--- config.mk ---
export PLATFORM = sky130hd
export DESIGN_NAME = axil_rr_arbiter
export DESIGN_NICKNAME = d
export VERILOG_FILES = /design/src/rtl/axil_rr_arbiter.sv
export SDC_FILE = /design/constraint.sdc
export NUM_CORES = 1
export LEC_CHECK = 0
export CORE_AREA = 4 4 152 154
export DETAILED_ROUTE_END_ITERATION = 7
export DIE_AREA = 0 0 156 158
export PLACE_DENSITY = 0.48
export SYNTH_ARGS = -nofsm -noshare
export SYNTH_HDL_FRONTEND = slang
export SYNTH_SLANG_ARGS = --single-unit
--- constraint.sdc ---
create_clock -name clk -period 1.82 [get_ports clk]
set_clock_uncertainty 0.2 [all_clocks]
set_input_delay 0.364 -clock clk [delete_from_list [all_inputs] [get_ports clk]]
set_output_delay 0.364 -clock clk [all_outputs]
set_load 0.005 [all_outputs]
--- src/rtl/axil_rr_arbiter.sv ---
// N-master to 1-slave AXI4-Lite arbiter. Read and write directions each run their own
// FSM and arbitration pointer, so one master can stream reads while another writes.
module axil_rr_arbiter #(
    parameter int NUM_MASTERS = 2,
    parameter int ADDR_W      = 32,
    parameter int DATA_W      = 32,
    parameter int RR_MODE     = 1
) (
    input  logic                            clk,
    input  logic                            rst,
    input  logic [NUM_MASTERS*ADDR_W-1:0]   m_araddr,
    input  logic [NUM_MASTERS-1:0]          m_arvalid,
    output logic [NUM_MASTERS-1:0]          m_arready,
    output logic [DATA_W-1:0]               m_rdata,
    output logic [NUM_MASTERS-1:0]          m_rvalid,
    input  logic [NUM_MASTERS-1:0]          m_rready,
    input  logic [NUM_MASTERS*ADDR_W-1:0]   m_awaddr,
    input  logic [NUM_MASTERS-1:0]          m_awvalid,
    output logic [NUM_MASTERS-1:0]          m_awready,
    input  logic [NUM_MASTERS*DATA_W-1:0]   m_wdata,
    input  logic [NUM_MASTERS*DATA_W/8-1:0] m_wstrb,
    input  logic [NUM_MASTERS-1:0]          m_wvalid,
    output logic [NUM_MASTERS-1:0]          m_wready,
    output logic [NUM_MASTERS-1:0]          m_bvalid,
    input  logic [NUM_MASTERS-1:0]          m_bready,
    output logic [ADDR_W-1:0]               s_araddr,
    output logic                            s_arvalid,
    input  logic                            s_arready,
    input  logic [DATA_W-1:0]               s_rdata,
    input  logic                            s_rvalid,
    output logic                            s_rready,
    output logic [ADDR_W-1:0]               s_awaddr,
    output logic                            s_awvalid,
    input  logic                            s_awready,
    output logic [DATA_W-1:0]               s_wdata,
    output logic [DATA_W/8-1:0]             s_wstrb,
    output logic                            s_wvalid,
    input  logic                            s_wready,
    input  logic                            s_bvalid,
    output logic                            s_bready,
    output logic [NUM_MASTERS-1:0]          rd_grant,
    output logic [NUM_MASTERS-1:0]          wr_grant
);

    localparam int IW = (NUM_MASTERS > 1) ? $clog2(NUM_MASTERS) : 1;
    localparam int SW = DATA_W / 8;

    typedef enum logic [1:0] {R_IDLE, R_ADDR, R_DATA} rd_state_e;
    typedef enum logic [1:0] {W_IDLE, W_REQ, W_RESP} wr_state_e;

    rd_state_e       rd_state_q, rd_state_d;
    wr_state_e       wr_state_q, wr_state_d;
    logic [IW-1:0]   rd_idx_q, rd_idx_d, rd_ptr_q, rd_ptr_d;
    logic [IW-1:0]   wr_idx_q, wr_idx_d, wr_ptr_q, wr_ptr_d;
    logic            aw_done_q, aw_done_d, w_done_q, w_done_d;

    // Requester with the smallest upward distance from ptr wins; fixed mode uses the raw index.
    function automatic logic [IW-1:0] pick(input logic [NUM_MASTERS-1:0] req,
                                           input logic [IW-1:0] ptr);
        logic [IW-1:0] sel;
        int            best, d;
        sel  = '0;
        best = NUM_MASTERS;
        for (int i = 0; i < NUM_MASTERS; i++) begin
            d = (RR_MODE != 0) ? (i - int'(ptr) + NUM_MASTERS) % NUM_MASTERS : i;
            if (req[i] && d < best) begin
                best = d;
                sel  = IW'(i);
            end
        end
        return sel;
    endfunction

    function automatic logic [IW-1:0] next_idx(input logic [IW-1:0] i);
        return (int'(i) >= NUM_MASTERS - 1) ? '0 : IW'(int'(i) + 1);
    endfunction

    always_ff @(posedge clk) begin
        if (rst) begin
            rd_state_q <= R_IDLE;
            rd_idx_q   <= '0;
            rd_ptr_q   <= '0;
            wr_state_q <= W_IDLE;
            wr_idx_q   <= '0;
            wr_ptr_q   <= '0;
            aw_done_q  <= 1'b0;
            w_done_q   <= 1'b0;
        end else begin
            rd_state_q <= rd_state_d;
            rd_idx_q   <= rd_idx_d;
            rd_ptr_q   <= rd_ptr_d;
            wr_state_q <= wr_state_d;
            wr_idx_q   <= wr_idx_d;
            wr_ptr_q   <= wr_ptr_d;
            aw_done_q  <= aw_done_d;
            w_done_q   <= w_done_d;
        end
    end

    // Grants come only from registered state, never straight from the request lines.
    always_comb begin
        rd_grant = '0;
        wr_grant = '0;
        for (int i = 0; i < NUM_MASTERS; i++) begin
            rd_grant[i] = (rd_state_q != R_IDLE) && (rd_idx_q == IW'(i));
            wr_grant[i] = (wr_state_q != W_IDLE) && (wr_idx_q == IW'(i));
        end
    end

    always_comb begin
        rd_state_d = rd_state_q;
        rd_idx_d   = rd_idx_q;
        rd_ptr_d   = rd_ptr_q;
        case (rd_state_q)
            R_IDLE: if (|m_arvalid) begin
                rd_idx_d   = pick(m_arvalid, rd_ptr_q);
                rd_state_d = R_ADDR;
            end
            R_ADDR: if (s_arvalid && s_arready) rd_state_d = R_DATA;
            R_DATA: if (s_rvalid && s_rready) begin
                rd_state_d = R_IDLE;
                rd_ptr_d   = next_idx(rd_idx_q);
            end
            default: rd_state_d = R_IDLE;
        endcase
    end

    always_comb begin
        s_araddr  = '0;
        s_arvalid = 1'b0;
        m_arready = '0;
        m_rvalid  = '0;
        m_rdata   = '0;
        s_rready  = 1'b0;
        case (rd_state_q)
            R_ADDR: begin
                for (int i = 0; i < NUM_MASTERS; i++)
                    s_araddr = s_araddr | (m_araddr[i*ADDR_W +: ADDR_W] & {ADDR_W{rd_grant[i]}});
                s_arvalid = |(m_arvalid & rd_grant);
                m_arready = rd_grant & {NUM_MASTERS{s_arready}};
            end
            R_DATA: begin
                m_rvalid = rd_grant & {NUM_MASTERS{s_rvalid}};
                s_rready = |(m_rready & rd_grant);
                m_rdata  = s_rdata;
            end
            default: ;
        endcase
    end

    always_comb begin
        wr_state_d = wr_state_q;
        wr_idx_d   = wr_idx_q;
        wr_ptr_d   = wr_ptr_q;
        aw_done_d  = aw_done_q;
        w_done_d   = w_done_q;
        case (wr_state_q)
            W_IDLE: if (|(m_awvalid | m_wvalid)) begin
                wr_idx_d   = pick(m_awvalid | m_wvalid, wr_ptr_q);
                wr_state_d = W_REQ;
                aw_done_d  = 1'b0;
                w_done_d   = 1'b0;
            end
            // AW and W complete independently, in either order or together.
            W_REQ: begin
                aw_done_d = aw_done_q | (s_awvalid & s_awready);
                w_done_d  = w_done_q | (s_wvalid & s_wready);
                if (aw_done_d && w_done_d) wr_state_d = W_RESP;
            end
            W_RESP: if (s_bvalid && s_bready) begin
                wr_state_d = W_IDLE;
                wr_ptr_d   = next_idx(wr_idx_q);
                aw_done_d  = 1'b0;
                w_done_d   = 1'b0;
            end
            default: wr_state_d = W_IDLE;
        endcase
    end

    always_comb begin
        s_awaddr  = '0;
        s_awvalid = 1'b0;
        m_awready = '0;
        s_wdata   = '0;
        s_wstrb   = '0;
        s_wvalid  = 1'b0;
        m_wready  = '0;
        m_bvalid  = '0;
        s_bready  = 1'b0;
        case (wr_state_q)
            W_REQ: begin
                for (int i = 0; i < NUM_MASTERS; i++) begin
                    s_awaddr = s_awaddr | (m_awaddr[i*ADDR_W +: ADDR_W] & {ADDR_W{wr_grant[i]}});
                    s_wdata  = s_wdata  | (m_wdata[i*DATA_W +: DATA_W]  & {DATA_W{wr_grant[i]}});
                    s_wstrb  = s_wstrb  | (m_wstrb[i*SW +: SW]          & {SW{wr_grant[i]}});
                end
                s_awvalid = |(m_awvalid & wr_grant) & ~aw_done_q;
                m_awready = wr_grant & {NUM_MASTERS{s_awready & ~aw_done_q}};
                s_wvalid  = |(m_wvalid & wr_grant) & ~w_done_q;
                m_wready  = wr_grant & {NUM_MASTERS{s_wready & ~w_done_q}};
            end
            W_RESP: begin
                m_bvalid = wr_grant & {NUM_MASTERS{s_bvalid}};
                s_bready = |(m_bready & wr_grant);
            end
            default: ;
        endcase
    end

endmodule

* Word level (Yosys, flattened, before mapping) *
Index checks and enable logic that the tools add are counted.

word-level totals
  register bits after elaboration = 10
  word-level logic and storage cells = 141
  output and inout port bits = 151
  input port bits = 249

cells by class
  reduce and logical (&&, ||, !) cells = 31
  muxes and demuxes = 37
  order comparisons = 6
  equality and inequality tests = 10
  bitwise logic cells = 39
  add/subtract/negate cells = 10

operators by type and width
  operator                                             count
  two-way mux 32 bit                                   10
  AND 32 bit                                           6
  bitwise OR 32 bit                                    3
  < comparator 2 x 32 -> 1 bit                         2
  two-way mux 2 bit                                    11
  AND 2 bit                                            10
  adder 2 x 3 -> 4 bit (second input constant)         4
  OR reduction 2 bit                                   7
  logical AND 1 bit                                    12
  inequality test 2 bit (second input constant)        6
  case mux 2 bit (3 select lines)                      2
  two-way mux 1 bit                                    11
  AND 1 bit                                            10
  AND reduction 3 bit                                  3
  AND 4 bit                                            2
  AND reduction 2 bit                                  4
  subtractor 1 x 1 -> 2 bit (first input constant)     4
  < comparator 2 x 3 -> 1 bit (second input constant)  2
  case mux 1 bit (3 select lines)                      2
  == test 2 x 1 -> 1 bit (second input constant)       2
  == test 2 bit (second input constant)                2
  logical NOT 2 bit                                    2
  two-way mux 4 bit                                    1
  inverter 1 bit                                       4
  other kinds (7)                                      11

* Longest topological paths before layout *
  depth in word-level cells = 11
  depth in mapped cells = 5
  mapped depth without buffers = 3

* Worst setup path after synthesis *
OpenSTA, ideal clock, no wires.

  kind = register to output
  start = register wr_idx_q
  end = output s_awaddr[11]
  data arrival time = 1.220 ns
  path slack = 0.036 ns
  cell stages (with the launch flop) = 6
  buffers on the path = 3
  path through = dfxtp_1 buf_2 buf_2 buf_2 mux2i_1 nor2_1

between the ends
  longest elaborated chain between the ends = 5

RTL lines
  what                      line  source
  start: declaration        54    logic [IW-1:0] wr_idx_q, wr_idx_d, wr_ptr_q, wr_ptr_d;
  start signal: assignment  93    wr_idx_q <= wr_idx_d;
  inverter 1 bit            106   wr_grant[i] = (wr_state_q != W_IDLE) && (wr_idx_q == IW'(i));
  logical AND 1 bit         106
  AND 32 bit                193   s_awaddr = s_awaddr | (m_awaddr[i*ADDR_W +: ADDR_W] & {ADDR_W{wr_grant[i]}});
  bitwise OR 32 bit (*)     193
  two-way mux 32 bit (*)    190   case (wr_state_q)
  end: declaration          32    output logic [ADDR_W-1:0] s_awaddr,

Mark *: on every way between the ends. The rest lies on a longest branch, timed or not.

* Worst setup path after layout *
  start = register wr_state_q[0]
  end = output s_awaddr[27]

between the ends
  longest elaborated chain between the ends = 5

RTL lines
  what                      line  source
  start: declaration        52    wr_state_e wr_state_q, wr_state_d;
  start signal: assignment  92    wr_state_q <= wr_state_d;
  nonzero test 2 bit        106
  logical AND 1 bit         106
  AND 32 bit                193
  bitwise OR 32 bit         193
  two-way mux 32 bit (*)    190

Marks and branches as above.

==> key figures <==
Clock network
  • Htree depth: 1
  • Clock transition at path regs: 0.05 ns
  • Clock Path Buffers: 2
  • CTS root buf: clkbuf_16
  • Total clock sinks: 10
  • Worst-Skew Late Latency: 0.24 ns
  • TritonCTS Buffers: 3
  • Hold buffer count at CTS: 0
  • CTS tree: done

Power and ir drop
  • Pwr Total: 2930 uW
  • Cell area power density: 312 mW/mm^2
  • Peak supply drop: 0.000311 V
  • Pleak: 0.00384 uW

Global route
  • Global Route Usage Sum: 14.7%
  • Pin count of the biggest net entering global routing: 15
  • Number of global-route vias before repair: 4677
  • GRT overflow: 0
  • Global-route wire length before repair: 28.2 mm
  • Initial antenna violation count: 0

Logic synthesis
  • Syn Nets: 601
  • Syn. warnings: 0
  • Top_reg_cell synth: dfxtp_1
  • EDFF count, synth: 0
  • Top post-synthesis cells by area: mux2i_1, nor2_1, and2_1
  • Seq/Total Area, Yosys: 8.20%
  • Yosys cell types: 41
  • Synthesized cell area: 0.00244 mm^2
  • Yosys top cell by area: mux2i_1
  • Synth top area share: 41.8%
  • Synthesized flop and latch total: 10
  • Post-synthesis cell count: 352
  • Fraction of registers with async set/reset: 0%
  • Avg Cell Area, Syn: 6.94 um^2

Timing
  • Crit path time final: 2.03 ns
  • Final Setup Violations: 108
  • Hold_ws: 0.271 ns
  • Worst-Margin Slew: 0.362 ns
  • Fin crit share: 111%
  • Slew margin rel.: 75.9%
  • Slack of the critical path: -0.205 ns
  • Final Hold Vio Count: 0
  • Unrepaired setup endpoints after global routing: true
  • Achievable Freq: 494 MHz
  • Fin. max-slew vios: 0

Cells and area
  • Reg area: 215 um^2
  • Layout fillers: 2143
  • Share of layout cells above drive strength 1: 55.2%
  • Util after Layout: 43.3%
  • Area growth syn-to-layout: 284%
  • Post-route cell area: 0.00938 mm^2
  • N_diodes: 0
  • Multi-input gate area: 0.00331 mm^2
  • Final nets: 1122

Place
  • Pre-CTS setup slack: -0.727 ns
  • Dpl cell area: 0.00712 mm^2
  • Dpl hpwl: 15.8 mm
  • GP Congestion: 0.785
  • Port buffer count: 399

Setup path
  • Crit path max-delay cell type: dfxtp_2
  • CP startpoint kind: flop
  • Cells along the critical path: or2b_4 -> buf_16 -> buf_8 -> nor2_2 -> buf_2
  • WP data arrival: 1.46 ns
  • Worst r2r src: wr_state_q[1]
  • R2r setup slk: -0.06 ns
  • Type of the worst setup path: reg2out
  • CP Max Fanout: 6
  • Crit path buf inv count: 3
  • Family with the most delay on the worst path: simple AND/OR/NAND/NOR gates
  • CP peak stage delay: 0.35 ns
  • Worst Path Required: 1.26 ns
  • Critical Path End Type: output port
  • Worst R2R End: aw_done_q
  • Cells on worst reg2reg path: 5

Run
  • Max-cap violations: 0

Status
  • Failing checks: setup timing
  • Outcome: finished with violations

Routing
  • Post-DRT Antenna Nets: 0
  • Drt initial violations: 110
  • Drt wl/cell: 18.1 um
  • Routed WL: 20.8 mm
  • Router iterations before antenna repair: 4
  • Drt drc: 0
  • Via Count: 4645
  • Vias per std cell: 4.03

Worst hold path
  • Depth of the worst hold-timing path: 2
  • Min-Delay Endpoint: wr_ptr_q
  • Hold path startpoint: wr_ptr_q
  • HP Class: reg2reg

Floorplan
  • Die Width: 156 um
  • Die area: 0.0246 mm^2
  • Starting Density: 11.3%
  • Io pins: 400
  • Die Height: 158 um
  • Rows: 54
  • Core area: 0.0217 mm^2
Yosys cell counts (all sizes together) (3+ instances only):
master / number
and2: 33
buf: 16
and4b: 3
nand2b: 4
nor2: 107
and3: 4
nor2b: 8
nor4: 3
a21oi: 5
inv: 8
dfxtp: 10
mux2i: 102
clkbuf: 17
mux2: 3
layout make-up:
type                    instances  share of cell area (%)
repair buffers                548                    57.5
multi-input cells             302                    35.2
well taps                     280                    3.73
flip-flops and latches         10                    2.29
clock buffers                   4                   0.947
inverters                       8                   0.320
cells in the final DEF, fill, tap and decap left out, types with 3 or more instances in the layout:
cell and count:
buf_8 9, dfxtp_2 3, buf_12 32, and4b_1 3, nor2_4 51, mux2i_1 39, buf_16 5, mux2_4 3
dfxtp_1 4, buf_2 111, nor2_2 26, inv_1 8, mux2i_4 47, nor2_1 30, nor2b_4 4, and2_1 25
nor2b_1 4, clkdlybuf4s50_1 241, a21oi_1 5, nand2b_1 3, dfxtp_4 3, clkbuf_16 5, buf_6 92, dlygate4sd2_1 7
buf_4 47, and2_4 8, mux2i_2 16
where the power goes:
group	internal [uW]	switching [uW]	leakage, uW	total [uW]
sequential	229	12.8	0.0000846	242
combinational	1420	810	0.00371	2230
clock	332	118	0.0000442	451
tightest hold or removal path: stages, from the launching register on:
cell      delay (ns)
dfxtp_1         0.31
inv_1           0.05
a211oi_1        0.05
metrics by stage:
stage / setup TNS [ns] / cells
floorplan: 0 / 352
global placement: -45.25 / 1053
detailed placement: -46.24 / 1053
CTS: -16.10 / 1130
global route: -18.95 / 1152
finish: -13.34 / 1152
sequential cells by signal, indices dropped and copies added, names as in the netlist:
signal / cells
rd_state_q: 2
wr_idx_q: 1
wr_state_q: 2
rd_idx_q: 1
rd_ptr_q: 1
w_done_q: 1
aw_done_q: 1
wr_ptr_q: 1
worst max-delay path by stage:
stage | start | to | slack [ns] | depth (start not counted)
final | wr_state_q[0] | s_awaddr[27] | -0.21 | 5
after CTS | wr_state_q[0] | m_wready[0] | -0.23 | 4
after global placement | m_wvalid[1] | s_wvalid | -0.75 | 4
after global routing | wr_state_q[0] | s_awaddr[27] | -0.25 | 5
after floorplan | wr_idx_q | s_awaddr[11] | 0.04 | 5
after detailed placement | m_bready[1] | s_bready | -0.73 | 5
repair_timing:
action | 4_1_cts | 5_1_grt
cloned | 14 | 2
setup buffers | 61 | 37
setup endpoints to repair | 153 | 144
pin swaps | 62 | 34
gates resized for setup | 792 | 265
cells by family (layout without fill, tap and decap cells):
family | Yosys count | in the layout | share of synthesized area (%)
compound gates | 20 | 20 | 5.99
flops | 10 | 10 | 8.20
buf+inv | 41 | 560 | 7.43
simple gates | 176 | 177 | 35.2
mux | 105 | 105 | 43.2
metal layers:
layer,global-route usage [%],wire [um],up-vias
li1,-,-,2241
met1,16.0,7360,2144
met2,28.8,11300,248
met3,4.26,1950,12
met4,1.96,211,0
met5,0,0,-
Note: power is estimated with default switching activity, not from simulation.
